[src/rtl/set_button_conditioner_if.sv]
// set_button_conditioner_if: raw button pins in, conditioned level/pulse/hold outputs back
interface set_button_conditioner_if #(parameter int N_BTN = 5);
  logic [N_BTN-1:0] btn_raw;
  logic [N_BTN-1:0] btn_level;
  logic [N_BTN-1:0] btn_press;
  logic [N_BTN-1:0] btn_release;
  logic [N_BTN-1:0] btn_held;
  modport master(output btn_raw, input btn_level, btn_press, btn_release, btn_held);
  modport slave(input btn_raw, output btn_level, btn_press, btn_release, btn_held);
endinterface

[src/rtl/set_button_conditioner.sv]
// set_button_conditioner: per-channel sync, debounce, press/release pulses and hold auto-repeat
module set_button_conditioner #(
  parameter int N_BTN           = 5,
  parameter int ACTIVE_LOW      = 1,
  parameter int DEBOUNCE_CYCLES = 500000,
  parameter int REPEAT_EN       = 1,
  parameter int HOLD_CYCLES     = 25000000,
  parameter int REPEAT_CYCLES   = 10000000
) (
  input logic clk,
  input logic reset,
  set_button_conditioner_if.slave btn
);
  localparam int DW = $clog2(DEBOUNCE_CYCLES + 1);
  localparam int RMAX = HOLD_CYCLES > REPEAT_CYCLES ? HOLD_CYCLES : REPEAT_CYCLES;
  localparam int RW = $clog2(RMAX + 1);
  localparam logic REL = (ACTIVE_LOW != 0);
  typedef enum logic [1:0] {IDLE, WAIT_HOLD, REPEAT} state_t;
  for (genvar i = 0; i < N_BTN; i++) begin : g_ch
    logic r_sync1, r_sync2, r_level, r_level_d, r_press, r_release, r_held;
    logic [DW-1:0] r_deb_cnt;
    logic [RW-1:0] r_rep_cnt;
    state_t r_state;
    logic w_s, w_lvl_nxt, w_tc;
    assign w_s = r_sync2 ^ REL;
    assign w_lvl_nxt = (w_s != r_level && r_deb_cnt == DW'(DEBOUNCE_CYCLES - 1)) ? w_s : r_level;
    assign w_tc = r_level && ((r_state == WAIT_HOLD && r_rep_cnt == RW'(HOLD_CYCLES - 1)) ||
                              (r_state == REPEAT && r_rep_cnt == RW'(REPEAT_CYCLES - 1)));
    // held and repeat pulses look at the next level so they die on the same edge the level falls
    always_ff @(posedge clk or posedge reset)
      if (reset) begin
        r_sync1   <= REL;
        r_sync2   <= REL;
        r_deb_cnt <= '0;
        r_level   <= 1'b0;
        r_level_d <= 1'b0;
        r_press   <= 1'b0;
        r_release <= 1'b0;
        r_held    <= 1'b0;
        r_state   <= IDLE;
        r_rep_cnt <= '0;
      end else begin
        r_sync1   <= btn.btn_raw[i];
        r_sync2   <= r_sync1;
        r_deb_cnt <= (w_s == r_level || w_lvl_nxt != r_level) ? '0 : r_deb_cnt + 1'b1;
        r_level   <= w_lvl_nxt;
        r_level_d <= r_level;
        r_press   <= (r_level & ~r_level_d) | (w_tc & w_lvl_nxt);
        r_release <= ~r_level & r_level_d;
        r_held    <= w_lvl_nxt & (w_tc | ((r_state == REPEAT) & r_level));
        if (REPEAT_EN == 0 || !r_level) begin
          r_state   <= IDLE;
          r_rep_cnt <= '0;
        end else if (r_state == IDLE) begin
          r_state   <= WAIT_HOLD;
          r_rep_cnt <= '0;
        end else if (w_tc) begin
          r_state   <= REPEAT;
          r_rep_cnt <= '0;
        end else
          r_rep_cnt <= r_rep_cnt + 1'b1;
      end
    assign btn.btn_level[i]   = r_level;
    assign btn.btn_press[i]   = r_press;
    assign btn.btn_release[i] = r_release;
    assign btn.btn_held[i]    = r_held;
  end
endmodule

[src/flat_wrapper.sv]
// flat-port wrapper written by rule: the top's interface ports become plain ports
module set_button_conditioner_flat 
#(
  parameter int N_BTN           = 5,
  parameter int ACTIVE_LOW      = 1,
  parameter int DEBOUNCE_CYCLES = 500000,
  parameter int REPEAT_EN       = 1,
  parameter int HOLD_CYCLES     = 25000000,
  parameter int REPEAT_CYCLES   = 10000000
)
  (clk, reset, btn_btn_raw, btn_btn_level, btn_btn_press, btn_btn_release, btn_btn_held);
  set_button_conditioner_if #(.N_BTN(N_BTN)) btn_i ();
  input logic clk;
  input logic reset;
  input wire logic [$bits(btn_i.btn_raw)-1:0] btn_btn_raw;
  output wire logic [$bits(btn_i.btn_level)-1:0] btn_btn_level;
  output wire logic [$bits(btn_i.btn_press)-1:0] btn_btn_press;
  output wire logic [$bits(btn_i.btn_release)-1:0] btn_btn_release;
  output wire logic [$bits(btn_i.btn_held)-1:0] btn_btn_held;
  assign btn_i.btn_raw = btn_btn_raw;
  assign btn_btn_level = btn_i.btn_level;
  assign btn_btn_press = btn_i.btn_press;
  assign btn_btn_release = btn_i.btn_release;
  assign btn_btn_held = btn_i.btn_held;
  set_button_conditioner #(.N_BTN(N_BTN), .ACTIVE_LOW(ACTIVE_LOW), .DEBOUNCE_CYCLES(DEBOUNCE_CYCLES), .REPEAT_EN(REPEAT_EN), .HOLD_CYCLES(HOLD_CYCLES), .REPEAT_CYCLES(REPEAT_CYCLES)) u_core (.clk(clk), .reset(reset), .btn(btn_i));
endmodule
[config.mk]
export PLATFORM = sky130hd
export DESIGN_NAME = set_button_conditioner_flat
export DESIGN_NICKNAME = d
export VERILOG_FILES = /design/src/rtl/set_button_conditioner_if.sv /design/src/rtl/set_button_conditioner.sv /design/src/flat_wrapper.sv
export SDC_FILE = /design/constraint.sdc
export NUM_CORES = 1
export LEC_CHECK = 0
export ABC_AREA = 0
export CORE_MARGIN = 2
export CORE_UTILIZATION = 60
export DETAILED_ROUTE_END_ITERATION = 6
export GPL_ROUTABILITY_DRIVEN = 0
export GPL_TIMING_DRIVEN = 0
export HOLD_SLACK_MARGIN = 0.05
export PLACE_DENSITY = 0.77
export RECOVER_POWER = 100
export SLEW_MARGIN = 25
export SYNTH_ARGS = -nofsm -noshare
export SYNTH_HDL_FRONTEND = slang
export SYNTH_SLANG_ARGS = --single-unit
[constraint.sdc]
create_clock -name clk -period 11.1 [get_ports clk]
set_input_delay 1.11 -clock clk [delete_from_list [all_inputs] [get_ports clk]]
set_output_delay 1.11 -clock clk [all_outputs]
set_load 0.03 [all_outputs]
Word-level counts from Yosys, hierarchy flattened:

Index checks and enable logic that the tools add are counted.

* register bits: 265
* output and inout bits: 20
* input port bits: 7
* logic and storage cells: 230

* bitwise operators: 50
* add/subtract/negate cells: 10
* eq/ne operators: 45
* multiplexer cells: 40
* reductions and logical operators: 35

Operator list (number)
* 25-bit 2-to-1 mux: 15
* 25-bit by 1-bit adder with 25-bit output, second input constant: 5
* 25-bit by 24-bit equality test with 1-bit output, second input constant: 5
* 25-bit equality test, second input constant: 5
* 19-bit by 1-bit adder with 19-bit output, second input constant: 5
* 19-bit equality test, second input constant: 5
* 19-bit 2-to-1 mux: 5
* 2-bit 2-to-1 mux: 15
* 1-bit bitwise AND: 25
* 1-bit logical AND: 20
* 3-bit != test, second input constant: 5
* 1-bit inverter: 15
* 2-bit by 1-bit equality test with 1-bit output, second input constant: 5
* 2-bit equality test, second input constant: 5
* 2-bit logical NOT: 5
* 1-bit logical OR: 10
* 1-bit != test: 10
* 1-bit bitwise OR: 10
* 1-bit equality test: 5
* 1-bit 2-to-1 mux: 5

Logic depth before layout (Yosys ltp):

Gate-level depths: netlist (run 1).

* depth after elaboration: 7
* gate-level depth with buffers: 9
* gate-level depth less buffers: 6

Least setup slack after synthesis (run 1):

OpenSTA, ideal clock, no wires.

* path type: flip-flop to flip-flop
* from: register u_core.g_ch[1].r_rep_cnt[0]
* to: register u_core.g_ch[1].r_rep_cnt[16]
* stages on the path, launching flop included: 8
* data required time: 10979 ps
* path buffers: 1
* clock period less this slack: 1939 ps
* setup slack: 9161 ps
* arrival time: 1818 ps
* setup time: 121 ps
* cell sequence: dfrtp_1 ha_1 and2_1 nand4_1 or4_4 o2111ai_2 buf_2 nor2_1

* cells in the longest elaborated chain, start to end: 7
* elaborated cells on any way between the ends: 10
* those cells by class: 1 x add/sub; 2 x eq/ne; 3 x mux; 4 x reduce/logical

RTL lines
* start: declaration: line set_button_conditioner.sv:22 `logic [RW-1:0] r_rep_cnt;`
* start signal: assignment: line set_button_conditioner.sv:61 `r_rep_cnt <= r_rep_cnt + 1'b1;`
* parallel branches: the longest is 4 deep, another holds 25-bit by 1-bit adder with 25-bit output
* 25-bit 2-to-1 mux (*): line set_button_conditioner.sv:57 `end else if (w_tc) begin`
* 25-bit 2-to-1 mux (*): line set_button_conditioner.sv:54 `end else if (r_state == IDLE) begin`
* 25-bit 2-to-1 mux (*): line set_button_conditioner.sv:51 `if (REPEAT_EN == 0 || !r_level) begin`

Every way passes the cells marked *.
A chain may end at the register's enable or synchronous reset.

==> results of run 1 <==
[flip-flops by register name (all words and copies together) (netlist names)]
signal / flops
u_core.g_ch.r_held: 5
u_core.g_ch.r_sync2: 5
u_core.g_ch.r_level_d: 5
u_core.g_ch.r_release: 5
u_core.g_ch.r_rep_cnt: 125
u_core.g_ch.r_press: 5
u_core.g_ch.r_level: 5
u_core.g_ch.r_deb_cnt: 95
u_core.g_ch.r_state: 10
u_core.g_ch.r_sync1: 5
[cell families after synthesis]
group | count (synthesis) | share of synthesized area
xor gates and xnor gates | 205 | 0.142
AOI/OAI and AO/OA | 23 | 0.0140
adders and majority gates | 10 | 0.00991
and+or+nand+nor | 678 | 0.267
muxes | 4 | 0.00317
buffers and inverters | 85 | 0.0377
DFF | 265 | 0.526
[layout make-up]
class	instances	area, sq um
buffer	50	263
clock buffer	47	863
timing repair buffer	28	315
clock inverter	5	50.0
sequential	265	6640
inverter	35	133
multi-input combinational	920	5440
fill	1661	6770
tap	275	344
[worst paths after layout]
check                                                           start                                     end  depth (start not counted)
worst max-delay path                                            reset  u_core.g_ch[3].r_deb_cnt[14]$_DFF_PP0_                          2
worst min-delay path                 u_core.g_ch[2].r_sync1$_DFF_PP1_        u_core.g_ch[2].r_sync2$_DFF_PP1_                          0
worst max register to register  u_core.g_ch[4].r_rep_cnt[0]$_DFF_PP0_  u_core.g_ch[4].r_rep_cnt[22]$_DFF_PP0_                          9
worst min register to register       u_core.g_ch[2].r_sync1$_DFF_PP1_        u_core.g_ch[2].r_sync2$_DFF_PP1_                          0
max in group clk                     u_core.g_ch[0].r_level$_DFF_PP0_                        btn_btn_level[0]                          2
min in group asynchronous                                       reset   u_core.g_ch[1].r_rep_cnt[7]$_DFF_PP0_                          2
[metal layers]
| layer | global-route usage | share of wire | vias to the layer above |
|---|---|---|---|
| met3 | 0.0300 | 0.029 | 36 |
| met2 | 0.351 | 0.48 | 120 |
| met1 | 0.293 | 0.47 | 4306 |
| met5 | 0 | 0 | - |
| li1 | - | - | 4393 |
| met4 | 0.0562 | 0.022 | 0 |
[placed cells by master (no fill, tap or decap), drive strengths merged, types with 6 or more instances in the layout]
master	count
nor2b	9
dlygate4sd3	26
nor4	31
xor2	111
ha	10
nand3b	6
nor2	271
dfstp	10
nand3	91
and3	31
buf	22
dfrtp	255
a21oi	6
nor3	40
nand4	55
xnor2	94
and4	15
inv	34
or3	8
nand2	83
clkbuf	77
[report_power, final]
part | total (mW) | internal [mW] | switching, mW
logic | 0.0376 | 0.00973 | 0.0279
clock network | 0.914 | 0.549 | 0.366
registers | 0.980 | 0.974 | 0.00586
total | 1.93 | 1.53 | 0.399
==> results.yml, run 1 <==
drt:
  ant_nets: 0
  drcViolationCount: 0
  routed_wl_um: 22500
  wl_per_cell_um: 13.8
  routed_via_density: 5.45
  drt-pass1-iter-count: 4
  drt_iter0_markers: 466
  vias: 8855
yosys:
  ys.flop_type: "dfrtp_1"
  syn_nets: 1287
  async_flop_share: 1.00
  ys_top_cells_by_area: "dfrtp_1, nor2_1, xor2_1"
  synth_most_common_cell: "nor2_1"
  ys_seq_area_frac: 0.526
  synth-seq-cells: 265
  synth_area_per_cell_sq_um: 9.95
  netlist_instances: 1270
  synth_commonest_cells: "nor2_1, dfrtp_1, xor2_1, xnor2_1, nand3_1"
  netlist.top_cell.by_area: "dfrtp_1"
  synth_area_sq_um: 12600
  yosys_warnings: 0
  synth.top_cell.area_share: 0.505
  synth_edf_count: 0
  synth.distinct_cells: 49
clock_network:
  numCtsBuffers: 28
  clk_pin_slew_ns: 0.06
  cts_resized: 0
  h-tree-depth: 1
  post_cts_buffers: 0
  cts_sinks: 265
  cts_hold_buf: 0
  clock-root-buffer: "clkbuf_16"
  clkLatencyLatePin_ns: 0.53
  clock_path_buffers: 3
  cts_tree: "built"
timing:
  finalCritPeriodShare: 0.330
  slew_viol_final: 78
  fmax_mhz: 273
  setup_tns_ns: 0
  slew_headroom: -1.35
  tightest_slew_ns: 3.51
  whs_ns: 0.348
  fin_ws_ns: 7.43
  finalHoldViolations: 0
  fin_crit_ns: 3.67
  rsz0062_at_grt: "false"
  finalSetupViolations: 0
  fin_skew_ns: 0.0135
grt:
  grt_first_pass_wirelength_um: 39600
  grtUsageTotal: 0.211
  grt_max_degree: 96
  grt_pass1_vias: 8641
  grt_antenna_before_repair: 0
  grt_overflow: 0
power_and_ir_drop:
  leakagePower_nw: 5.75
  power.density_nw_per_um2: 137
  power_mw: 1.93
  ir_drop_uv: 121
worst_setup_path:
  worstSetupStartpointType: "input port"
  path_buf_inv: 2
  cpMaxStageDelayCell: "clkinvlp_2"
  critPathMaxStageDelay_ns: 1.99
  crit_path_end_kind: "asynchronous set/reset pin"
  crit_family: "buffers and inverters"
  rrSetupSlack_ns: 8.23
  crit_type: "in -> async"
  crit_path_max_fanout: 79
  crit_arrival_ns: 3.71
  critical_path_required_ns: 11.15
  crit_chain: "dlygate4sd3_1 -> clkinvlp_2"
final_layout:
  fin_area_sq_um: 14100
  antennaDiodeCount: 0
  drive_above_1_share: 0.0622
  layout.cells.non_filler: 1625
  layout.nets: 1345
  utilization: 0.675
  syn2layout_area_growth_pct: 11.3
floorplan:
  dieHeight_um: 149
  num_rows: 53
  initial_core_util: 0.607
  io_pins: 27
  die-area_sq_um: 22200
  coreArea_sq_um: 20800
  die_w_um: 149
placement:
  place_ws_ns: 8.56
  place.port_buffers: 26
  place_area_sq_um: 13300
  place_inst: 1573
  dpl.hpwl_um: 14800
flow_run:
  cap_violations: 1
outcome:
  violations: "capacitance limit, slew limit"
  outcome: "complete, but fails checks"
hold_path:
  hold_path.class: "reg -> reg"
Note: power is estimated with default switching activity, not from simulation.
==> run 2: changes to the inputs <==
clock period = 3.6 ns   (was 11.1 ns; I/O delays follow)
==> run 2 against run 1 <==
  * Critical endpoint is now u_core.g_ch[4].r_deb_cnt[16]$_DFF_PP0_
  * Register-to-register slack worse by 7.4 ns
  * Utilization is 0.67 points higher
  * The run still ends with capacitance limit, slew limit left
  * Cell area is 1.0% higher
  * Worst hold slack better by 0.0078 ns
==> results.yml, run 2 (synthesized netlist as in run 1, its figures left out) <==
floorplan:
  dieHeight_um: 149
  die-area_sq_um: 22200
  io_pins: 27
  num_rows: 53
  coreArea_sq_um: 20800
  initial_core_util: 0.607
  die_w_um: 149
worst_setup_path:
  crit_path_end_kind: "flop"
  r2r_start: "u_core.g_ch[4].r_deb_cnt[10]$_DFF_PP0_"
  crit_type: "reg -> reg"
  startpoint: "u_core.g_ch[4].r_deb_cnt[10]$_DFF_PP0_"
  cpMaxStageDelayCell: "nor4_1"
  crit_chain: "nor4b_1 -> nand4_1 -> nor4_1 -> or2_2 -> clkbuf_1 -> clkbuf_1 -> nor2_1"
  critical_path_required_ns: 3.99
  worstSetupStartpointType: "flop"
  critPathMaxStageDelay_ns: 0.67
  crit_arrival_ns: 3.19
  crit_path_max_fanout: 10
  cpMostUsedCell: "clkbuf_1"
power_and_ir_drop:
  power_mw: 6.00
  intPower_mw: 4.73
  leakagePower_nw: 5.83
  pwr-share-comb: 0.023
  power_frac_seq: 0.504
  ir_drop_uv: 445
  power_frac_clock: 0.474
  swShare: 0.211
  p_switching_mw: 1.27
  power.density_nw_per_um2: 423
clock_network:
  clock_path_buffers: 3
  numCtsBuffers: 28
  clk_pin_slew_ns: 0.06
  clkLatencyLatePin_ns: 0.54
  cts_tree: "built"
  cts_sinks: 265
  cts_hold_buf: 0
  h-tree-depth: 1
  post_cts_buffers: 0
  cts_resized: 0
  clock-root-buffer: "clkbuf_16"
timing:
  finalSetupViolations: 0
  fin_ws_ns: 0.808
  slew_headroom: -0.0927
  whs_ns: 0.356
  fmax_mhz: 358
  fin_crit_ns: 2.79
  finalHoldViolations: 0
  setup_tns_ns: 0
  fin_skew_ns: 0.00970
  finalCritPeriodShare: 0.775
  slew_viol_final: 29
  rsz0062_at_grt: "false"
  tightest_slew_ns: 1.64
drt:
  ant_nets: 0
  drcViolationCount: 0
  routed_wl_um: 23100
  routed_via_density: 5.45
  vias: 8900
  drt-pass1-iter-count: 4
  wl_per_cell_um: 14.2
  drt_iter0_markers: 504
grt:
  grt_overflow: 0
  grt_antenna_before_repair: 0
  grt_pass1_vias: 8853
  grt_first_pass_wirelength_um: 40900
  grtUsageTotal: 0.218
  grt_max_degree: 33
final_layout:
  largest_reg_flops: 125
  fillerInstances: 1648
  layout.cells.non_filler: 1632
  antennaDiodeCount: 0
  top_register: "u_core.g_ch.r_rep_cnt"
  layout.nets: 1352
  layout_common_cells: "nor2_1, dfrtp_1, xor2_1"
  final_common_cell: "nor2_1"
  syn2layout_area_growth_pct: 12.4
  multi_input_area_sq_um: 5440
  reg_top3: "u_core.g_ch.r_rep_cnt x125, u_core.g_ch.r_deb_cnt x95, u_core.g_ch.r_state x10"
  register_area_sq_um: 6640
  drive_above_1_share: 0.0722
placement:
  place_inst: 1580
  place.port_buffers: 26
  place_ws_ns: 1.30
  dpl.hpwl_um: 15600
flow_run:
  cap_violations: 1
outcome:
  outcome: "complete, but fails checks"
  violations: "capacitance limit, slew limit"
hold_path:
  hp-start: "u_core.g_ch[1].r_sync1$_DFF_PP1_"
  hold_path.class: "reg -> reg"
run 2: cell types whose count changed in the layout (fill, tap and decap cells not counted), moves of 3 or more:
cell,previous run,this run
clkbuf_1,41,33
buf_12,0,7
buf_4,20,24
clkinv_2,4,7
run 2: through the flow:
| step | util | area [sq um] |
|---|---|---|
| global placement | 0.636 | 13200 |
| floorplan | - | 12600 |
| CTS | 0.689 | 14300 |
| global route | 0.682 | 14200 |
| detailed placement | 0.645 | 13400 |
| finish | 0.682 | 14200 |
run 2: final timing paths:
kind / end / slack (ns) / cells after the start
worst max register to register: u_core.g_ch[4].r_deb_cnt[16]$_DFF_PP0_ / 0.81 / 7
min in group asynchronous: u_core.g_ch[3].r_deb_cnt[15]$_DFF_PP0_ / 0.41 / 2
worst min register to register: u_core.g_ch[1].r_sync2$_DFF_PP1_ / 0.36 / 0
worst min-delay path: u_core.g_ch[1].r_sync2$_DFF_PP1_ / 0.36 / 0
worst max-delay path: u_core.g_ch[4].r_deb_cnt[16]$_DFF_PP0_ / 0.81 / 7
max in group asynchronous: u_core.g_ch[0].r_deb_cnt[11]$_DFF_PP0_ / 1.24 / 3
run 2: power groups by stage:
stage                     logic [mW]  clock network [mW]  registers (mW)
after global placement         0.118                   0            3.08
after detailed placement       0.147                   0            3.07
after floorplan               0.0873                   0            3.07
after global routing           0.159                3.02            3.02
final                          0.135                2.84            3.02
after CTS                      0.151                2.90            3.02
run 2: area by class of cell:
class,count,area share
sequential,265,0.468
multi-input combinational,920,0.383
clock buffer,43,0.0598
timing repair buffer,35,0.0304
tap,275,0.0242
buffer,50,0.0201
inverter,35,0.00934
clock inverter,9,0.00511
run 2: critical path, delay by kind of cell, from the launching register on:
family | cells | cell delay [ns]
buffers and inverters | 2 | 0.77
DFF | 1 | 0.43
and+or+nand+nor | 5 | 1.45
run 2: routing by layer:
layer | wire, um | track usage
met1 | 10900 | 0.305
met2 | 11000 | 0.363
met3 | 666 | 0.0303
met4 | 505 | 0.0571
met5 | 0 | 0
